[src/rtl/bm_dag3_pkg.sv]
// bm_dag3_pkg: shared state encoding and shift-register constants for the dag3 stimulus generator
package bm_dag3_pkg;
    typedef enum logic [1:0] {IDLE, RUN, DRAIN, DONE} state_t;
    localparam logic [7:0] TAPS8 = 8'b1011_1000;
    localparam logic [7:0] DEFAULT_SEED = 8'h01;
endpackage

[src/rtl/bm_dag3_lfsr_misr.sv]
// bm_dag3_lfsr_misr: 8-bit tapped left-shift register with load and XOR data input
module bm_dag3_lfsr_misr
    import bm_dag3_pkg::*;
#(
    parameter logic [7:0] RESET_VALUE = 8'h00
) (
    input  logic       clock,
    input  logic       reset_n,
    input  logic       enable,
    input  logic       load,
    input  logic [7:0] load_value,
    input  logic [7:0] data,
    output logic [7:0] value
);
    always_ff @(posedge clock or negedge reset_n)
        if (!reset_n) value <= RESET_VALUE;
        else if (load) value <= load_value;
        else if (enable) value <= {value[6:0], ^(value & TAPS8)} ^ data;
endmodule

[src/rtl/bm_dag3_stim_gen.sv]
// bm_dag3_stim_gen: drives LFSR operand vectors into dag3 and compacts its responses into a MISR signature
module bm_dag3_stim_gen
    import bm_dag3_pkg::*;
#(
    parameter int BITS = 2,
    parameter int NUM_VECTORS = 16,
    parameter int DRAIN_CYCLES = 4
) (
    input  logic            clock,
    input  logic            reset_n,
    input  logic            start,
    input  logic [7:0]      seed,
    output logic [BITS-1:0] first,
    output logic [BITS-1:0] sceond,
    output logic            third,
    output logic            fourth,
    input  logic [BITS-1:0] resp0,
    input  logic            resp1,
    output logic            busy,
    output logic            done,
    output logic [7:0]      vec_count,
    output logic [7:0]      signature
);
    state_t     state;
    logic [3:0] drain_count;
    logic [7:0] lfsr;
    logic       run;
    logic       accept;

    assign run    = state == RUN;
    assign accept = start && (state == IDLE || state == DONE);
    assign busy   = run || state == DRAIN;
    assign done   = state == DONE;
    assign first  = run ? lfsr[BITS-1:0] : '0;
    assign sceond = run ? lfsr[2*BITS-1:BITS] : '0;
    assign third  = run & lfsr[2*BITS];
    assign fourth = run & lfsr[2*BITS+1];

    bm_dag3_lfsr_misr #(.RESET_VALUE(DEFAULT_SEED)) u_lfsr (
        .clock      (clock),
        .reset_n    (reset_n),
        .enable     (run),
        .load       (accept),
        .load_value (seed == 8'h00 ? DEFAULT_SEED : seed),
        .data       (8'h00),
        .value      (lfsr)
    );

    bm_dag3_lfsr_misr #(.RESET_VALUE(8'h00)) u_misr (
        .clock      (clock),
        .reset_n    (reset_n),
        .enable     (busy),
        .load       (accept),
        .load_value (8'h00),
        .data       (8'({resp1, resp0})),
        .value      (signature)
    );

    always_ff @(posedge clock or negedge reset_n)
        if (!reset_n) begin
            state       <= IDLE;
            vec_count   <= 8'd0;
            drain_count <= 4'd0;
        end else if (accept) begin
            state     <= RUN;
            vec_count <= 8'd0;
        end else if (run) begin
            vec_count   <= vec_count < 8'(NUM_VECTORS) ? vec_count + 8'd1 : vec_count;
            drain_count <= 4'd0;
            if (vec_count == 8'(NUM_VECTORS - 1)) state <= DRAIN_CYCLES == 0 ? DONE : DRAIN;
        end else if (state == DRAIN) begin
            drain_count <= drain_count + 4'd1;
            if (drain_count == 4'(DRAIN_CYCLES - 1)) state <= DONE;
        end
endmodule

[config.mk]
export PLATFORM = sky130hd
export DESIGN_NAME = bm_dag3_stim_gen
export DESIGN_NICKNAME = d
export VERILOG_FILES = /design/src/rtl/bm_dag3_pkg.sv /design/src/rtl/bm_dag3_lfsr_misr.sv /design/src/rtl/bm_dag3_stim_gen.sv
export SDC_FILE = /design/constraint.sdc
export NUM_CORES = 1
export LEC_CHECK = 0
export CELL_PAD_IN_SITES_DETAIL_PLACEMENT = 0
export CELL_PAD_IN_SITES_GLOBAL_PLACEMENT = 1
export CORE_MARGIN = 1.5
export CORE_UTILIZATION = 43
export CTS_BUF_LIST = sky130_fd_sc_hd__clkbuf_8
export DETAILED_ROUTE_END_ITERATION = 16
export GPL_ROUTABILITY_DRIVEN = 1
export PLACE_DENSITY_LB_ADDON = 0.08
export SETUP_SLACK_MARGIN = 0.15
export SYNTH_ARGS = -nofsm -noshare
export SYNTH_HDL_FRONTEND = slang
export SYNTH_HIERARCHICAL = 1
export SYNTH_SLANG_ARGS = --single-unit
[constraint.sdc]
create_clock -name clock -period 5.15 [get_ports clock]
set_input_delay 0.7725 -clock clock [delete_from_list [all_inputs] [get_ports clock]]
set_output_delay 0.7725 -clock clock [all_outputs]
set_load 0.01 [all_outputs]
==> results of run 1 <==
==> Yosys cell counts <==
master	n
nand2_1	20
nor2_1	3
o21ai_0	18
nand4_1	1
o2bb2ai_1	1
clkinv_1	1
nor4_1	2
ha_1	5
nand3b_1	3
nor4b_1	2
nor4bb_1	1
or3_1	2
nor3_1	2
o21ai_1	2
nand2b_1	1
mux2i_1	14
xor3_1	2
a21oi_1	7
or2_2	1
a21o_1	2
dfstp_2	1
conb_1	1
or4_1	2
dfrtp_1	29
nand4bb_1	1
xnor2_2	2
inv_1	5
nand4b_1	2
a31oi_1	1
clkbuf_1	11
buf_4	2
xor2_1	14
buf_2	2
and2_1	9
nand3_1	1
or4b_4	1
o31ai_1	3
a32oi_1	1
nor3b_1	2
==> state kept, by name (all words and copies together), names as in the netlist <==
name	cells
vec_count	8
drain_count	4
u_misr/value	8
u_lfsr/value	8
state	2
==> stage by stage <==
step	util	hold WS [ns]	area (µm²)	worst slack, ns
finish	0.5857	0.4915	2326	2.186
global placement	0.5627	0.4869	2235	2.550
CTS	0.5857	0.4925	2326	2.170
global route	0.5857	0.5384	2326	2.078
floorplan	-	0.4515	1846	3.246
detailed placement	0.5627	0.4845	2235	2.475
==> path summary, 6_finish.rpt <==
check                                     from               to  slack, ns  cells past startpoint
max in group asynchronous              reset_n  u_lfsr/value[0]       3.94                      2
worst max register to register        state[1]     vec_count[2]       3.02                      5
min in group asynchronous              reset_n     vec_count[0]       0.88                      2
worst max-delay path                  state[0]             busy       2.19                      4
worst min register to register  drain_count[3]   drain_count[3]       0.49                      1
worst min-delay path            drain_count[3]   drain_count[3]       0.49                      1
==> worst max-delay path, stage by stage, from the launching register on <==
cell and delay (ns):
dfrtp_1 0.42, inv_1 0.07, ha_1 0.39, inv_1 0.41
clkdlybuf4s50_1 0.63
==> cell usage in the layout, fill, tap and decap left out, drive strengths merged, types with 5 or more instances in the layout <==
cell,n
dfrtp,29
inv,6
clkdlybuf4s50,37
clkbuf,6
and2,9
xor2,14
a21oi,7
ha,5
conb,21
o21ai,20
nand2,20
mux2i,14
==> cell type report <==
class | instances | area [µm²] | share of cell area
Sequential cell | 30 | 752.0 | 0.3233
Tap cell | 50 | 62.56 | 0.02690
Clock buffer | 6 | 82.58 | 0.03550
Clock inverter | 2 | 8.758 | 0.003765
Timing Repair Buffer | 40 | 392.9 | 0.1689
Inverter | 6 | 22.52 | 0.009683
Multi-Input combinational cell | 149 | 1005 | 0.4320
==> power groups by stage <==
stage / Combinational (mW) / Clock (mW) / Sequential (mW)
finish: 0.868 / 0.193 / 0.451
global route: 0.960 / 0.213 / 0.468
CTS: 0.876 / 0.199 / 0.453
detailed placement: 0.876 / 0 / 0.455
global placement: 0.846 / 0 / 0.447
floorplan: 0.566 / 0 / 0.455
==> metal layers <==
metal,up-vias,global-route usage,wire [µm]
met2,30,0.2809,1749
met4,0,0.06633,55
met1,674,0.2213,1692
li1,700,-,-
met5,-,0,0
met3,6,0.06167,154
==> cells by family (layout without fill, tap and decap cells) <==
kind of cell | Yosys count | in the layout | synth area share
flip-flops | 30 | 30 | 0.4247
adder cells (fa/ha/maj) | 5 | 5 | 0.03534
other | 1 | 21 | 0.002118
AND/OR/NAND/NOR | 56 | 56 | 0.1830
multiplexers | 14 | 14 | 0.07915
buffers and inverters | 21 | 54 | 0.05017
AO/OA/AOI/OAI | 35 | 35 | 0.1110
XOR/XNOR | 18 | 18 | 0.1145
==> metrics, run 1 <==
status=finished, final reports clean; fill count=358; Arr. time, crit path=2.19 ns; Cells after DPL=275; full die area=0.004511 mm²; CTS root buf=clkbuf_8; FP Rows=23; CP endpoint kind=output port; CTS Hold Bufs=0; Layout Cells excl Fill=283; clock transition at the registers of the reported paths=0.07 ns; Mapped Avg Cell Area=9.836 µm²; nature of the critical path startpoint=register; clock power share=0.128; post-DP HPWL=2.572 mm; min Tclk post-route=2.964 ns; cell taking the most area after synthesis=dfrtp_1; Core Region=0.003971 mm²; final hold vios=0; Yosys reg bits=30; WP data required=4.38 ns; leakage=1.096 nW; critical path class=register to output port; Switching Share=0.3923; DRC viols=0; Netlist cell types=39; worst skew pair latency=0.28 ns; initial antenna violation count=0; initial core utilization=0.4458; vias in the first global route=1288; Final ANT Viol Nets=0; Die Y=67.17 µm; Starting DRT DRC Count=68; GP Congestion=0.8201; PD cells=650.5 mW/mm²; WL per Instance=12.90 µm; H-Tree Level Count=2; layout cells sized above 1=0.06438; total power=1.513 mW; GRT Overall Usage=0.1766; RSZ-0062 raised after global routing=no; 1st-pass router iterations=4; Synth Instances=180; Synth area leaders=dfrtp_1, mux2i_1, xor2_1, o21ai_0, nand2_1; Via density=4.982; Gate power share=0.574; sequential fraction of the synthesis area=0.4247; post-synthesis instance area=0.001770 mm²; CTS tree=done; final setup fails=0; Pint=0.9195 mW; global-route wire length before repair=5.920 mm; I/O Buffers=37; Final Max Tran Viols=0; CTS Buf Count=5; Clock Skew=0.005226 ns; final antenna diode count=0; Post-CTS Setup Bufs=0; Fmax=337.4 MHz; clock net sink count=30; Yosys warning total=6; global route overflow=0; final WL=3.651 mm; Yosys top cell area share=0.4099; I/O Pins=38; CTS resizes=0; Seq pwr share=0.298; chip width=67.17 µm; Worst VDD drop=0.0002761 V; largest net degree at the start of global routing=44; Sw Pwr=0.5936 mW; Crit Path Max Fanout=12; Clock Tree Buf Depth=2; Hold Crit Class=register to register; nets=251; max_cap viols=0; final period utilization=0.5755; Area Overhead vs Synth=31.38%; Setup TNS=0 ns; vias=1410
Note: power is estimated with default switching activity, not from simulation.
==> inputs of run 2 (changes only) <==
- CORE_UTILIZATION: 43 -> 36
- clock period: 5.15 -> 2.7 ns (I/O delays scaled with it)
==> run 2 against run 1 <==
Effect of this change:
- wire length is 3.0% higher
- largest power group unchanged
- power increased by 94%
- utilization shrank 8.2 points
==> metrics, run 2 (same netlist as run 1, synthesis figures left out) <==
largest net degree at the start of global routing=31 (-30%); chip width=73.13 µm (+8.9%); Setup crit start=state[1]; WL per Instance=12.38 µm (-4.1%); Via density=4.493 (-9.8%); Setup TNS=0 ns (unchanged); most frequent cells in the layout=clkdlybuf4s50_1, dfrtp_1, conb_1; Starting DRT DRC Count=54 (-21%); CTS Buf Count=5 (unchanged); full die area=0.005347 mm² (+19%); I/O Buffers=37 (unchanged); initial core utilization=0.3748 (-0.07098); final setup fails=0 (unchanged); leakage=1.115 nW (+1.8%); initial antenna violation count=0 (unchanged); Arr. time, crit path=1.86 ns (-0.33 ns); placed inst area=0.002286 mm² (+2.3%); hold path start=drain_count[3]; commonest non-fill, non-tap cell in the layout=clkdlybuf4s50_1; CTS Hold Bufs=0 (unchanged); Crit Path Max Fanout=16 (+4); fin util=0.5033 (-0.08239); Fmax=442.2 MHz; biggest registers after layout=u_lfsr/value x8, u_misr/value x8, vec_count x8; CTS tree=done; GRT Overall Usage=0.1544 (-0.02217); vias=1366 (-3.1%); Worst VDD drop=0.0005545 V (+100%); Final ANT Viol Nets=0 (unchanged); critical path class=register to output port; GR Util met2=0.2434 (-0.03751); CP endpoint kind=output port; nets=255 (+1.6%); status=finished, final reports clean; final period utilization=0.8375; vias in the first global route=1351 (+4.9%); RSZ-0062 raised after global routing=no; final hold vios=0 (unchanged); final antenna diode count=0 (unchanged); GR Layer Usage met3=0.05525 (-0.006418); final WL=3.762 mm (+3.0%); worst skew pair latency=0.28 ns (about the same); Die Y=73.13 µm (+8.9%); GP Congestion=0.7275 (-11%); Final Max Tran Viols=0 (unchanged); Final Cell Area=0.002377 mm² (+2.2%); Area Overhead vs Synth=34.28%; Clock Skew=0.003975 ns (-0.001251 ns); CTS resizes=0 (unchanged); CTS root buf=clkbuf_8; layout cells sized above 1=0.08017 (+0.01579); Post-CTS Setup Bufs=0 (unchanged); nature of the critical path startpoint=register; min Tclk post-route=2.261 ns; PD cells=1235 mW/mm² (+90%); I/O Pins=38 (unchanged); DRC viols=0 (unchanged); global-route wire length before repair=6.230 mm (+5.2%); clock net sink count=30 (unchanged); Top Usage Layer GRT=met2; Clock Tree Buf Depth=2 (unchanged); global route overflow=0 (unchanged); Core Region=0.004723 mm² (+19%); post-DP HPWL=2.743 mm (+6.6%); WP data required=2.30 ns (-2.08 ns); 1st-pass router iterations=4 (unchanged); r2r startpoint=state[0]; clock transition at the registers of the reported paths=0.06 ns (about the same); max_cap viols=0 (unchanged); Hold Crit Class=register to register; FP Rows=25 (+8.7%); fill count=460 (+28%); met1 Usage GRT=0.1948 (-0.02647); H-Tree Level Count=2 (unchanged)
## run 2: worst paths after layout
kind	slack, ns	cells after the start	endpoint
min	0.50	1	drain_count[3]
min in group asynchronous	0.52	2	vec_count[3]
max	0.44	5	third
min reg2reg	0.50	1	drain_count[3]
max reg2reg	0.64	7	u_misr/value[0]
max in group asynchronous	1.85	2	u_lfsr/value[0]
## run 2: routing by layer
layer  up-vias  wire length [µm]  part of all wire
met2        22              1790              0.48
met1       632              1783              0.47
met4         0                48             0.013
met3         6               141             0.037
li1        706                 -                 -
met5         -                 0                 0
## run 2: layout make-up
class | count | area (µm²) | share of cell area
Timing Repair Buffer | 44 | 422.9 | 0.1779
Clock buffer | 6 | 82.58 | 0.03474
Sequential cell | 30 | 752.0 | 0.3163
Tap cell | 67 | 83.83 | 0.03526
Clock inverter | 2 | 8.758 | 0.003684
Inverter | 6 | 22.52 | 0.009474
Multi-Input combinational cell | 149 | 1005 | 0.4226
## run 2: power by group
part / switching (mW) / leakage (nW) / internal, mW
logic: 0.776 / 0.691 / 0.934
registers: 0.200 / 0.372 / 0.659
clock network: 0.165 / 0.0524 / 0.201
total: 1.14 / 1.12 / 1.79
## run 2: stage by stage
step,power [mW],setup WS [ns],hold WS (ns),cells
final,2.935,0.4387,0.4984,304
after global routing,3.181,0.3444,0.5351,304
after CTS,2.974,0.4185,0.5028,304
after detailed placement,2.594,0.6094,0.4941,296
after global placement,2.546,0.7524,0.4716,296
after floorplan,1.948,0.9041,0.1094,200
## run 2: worst max-delay path, stage by stage, from the launching register on
cell and delay (ns):
dfrtp_1 0.40, inv_1 0.08, ha_1 0.16, buf_4 0.23
and2_1 0.16, clkdlybuf4s50_1 0.53
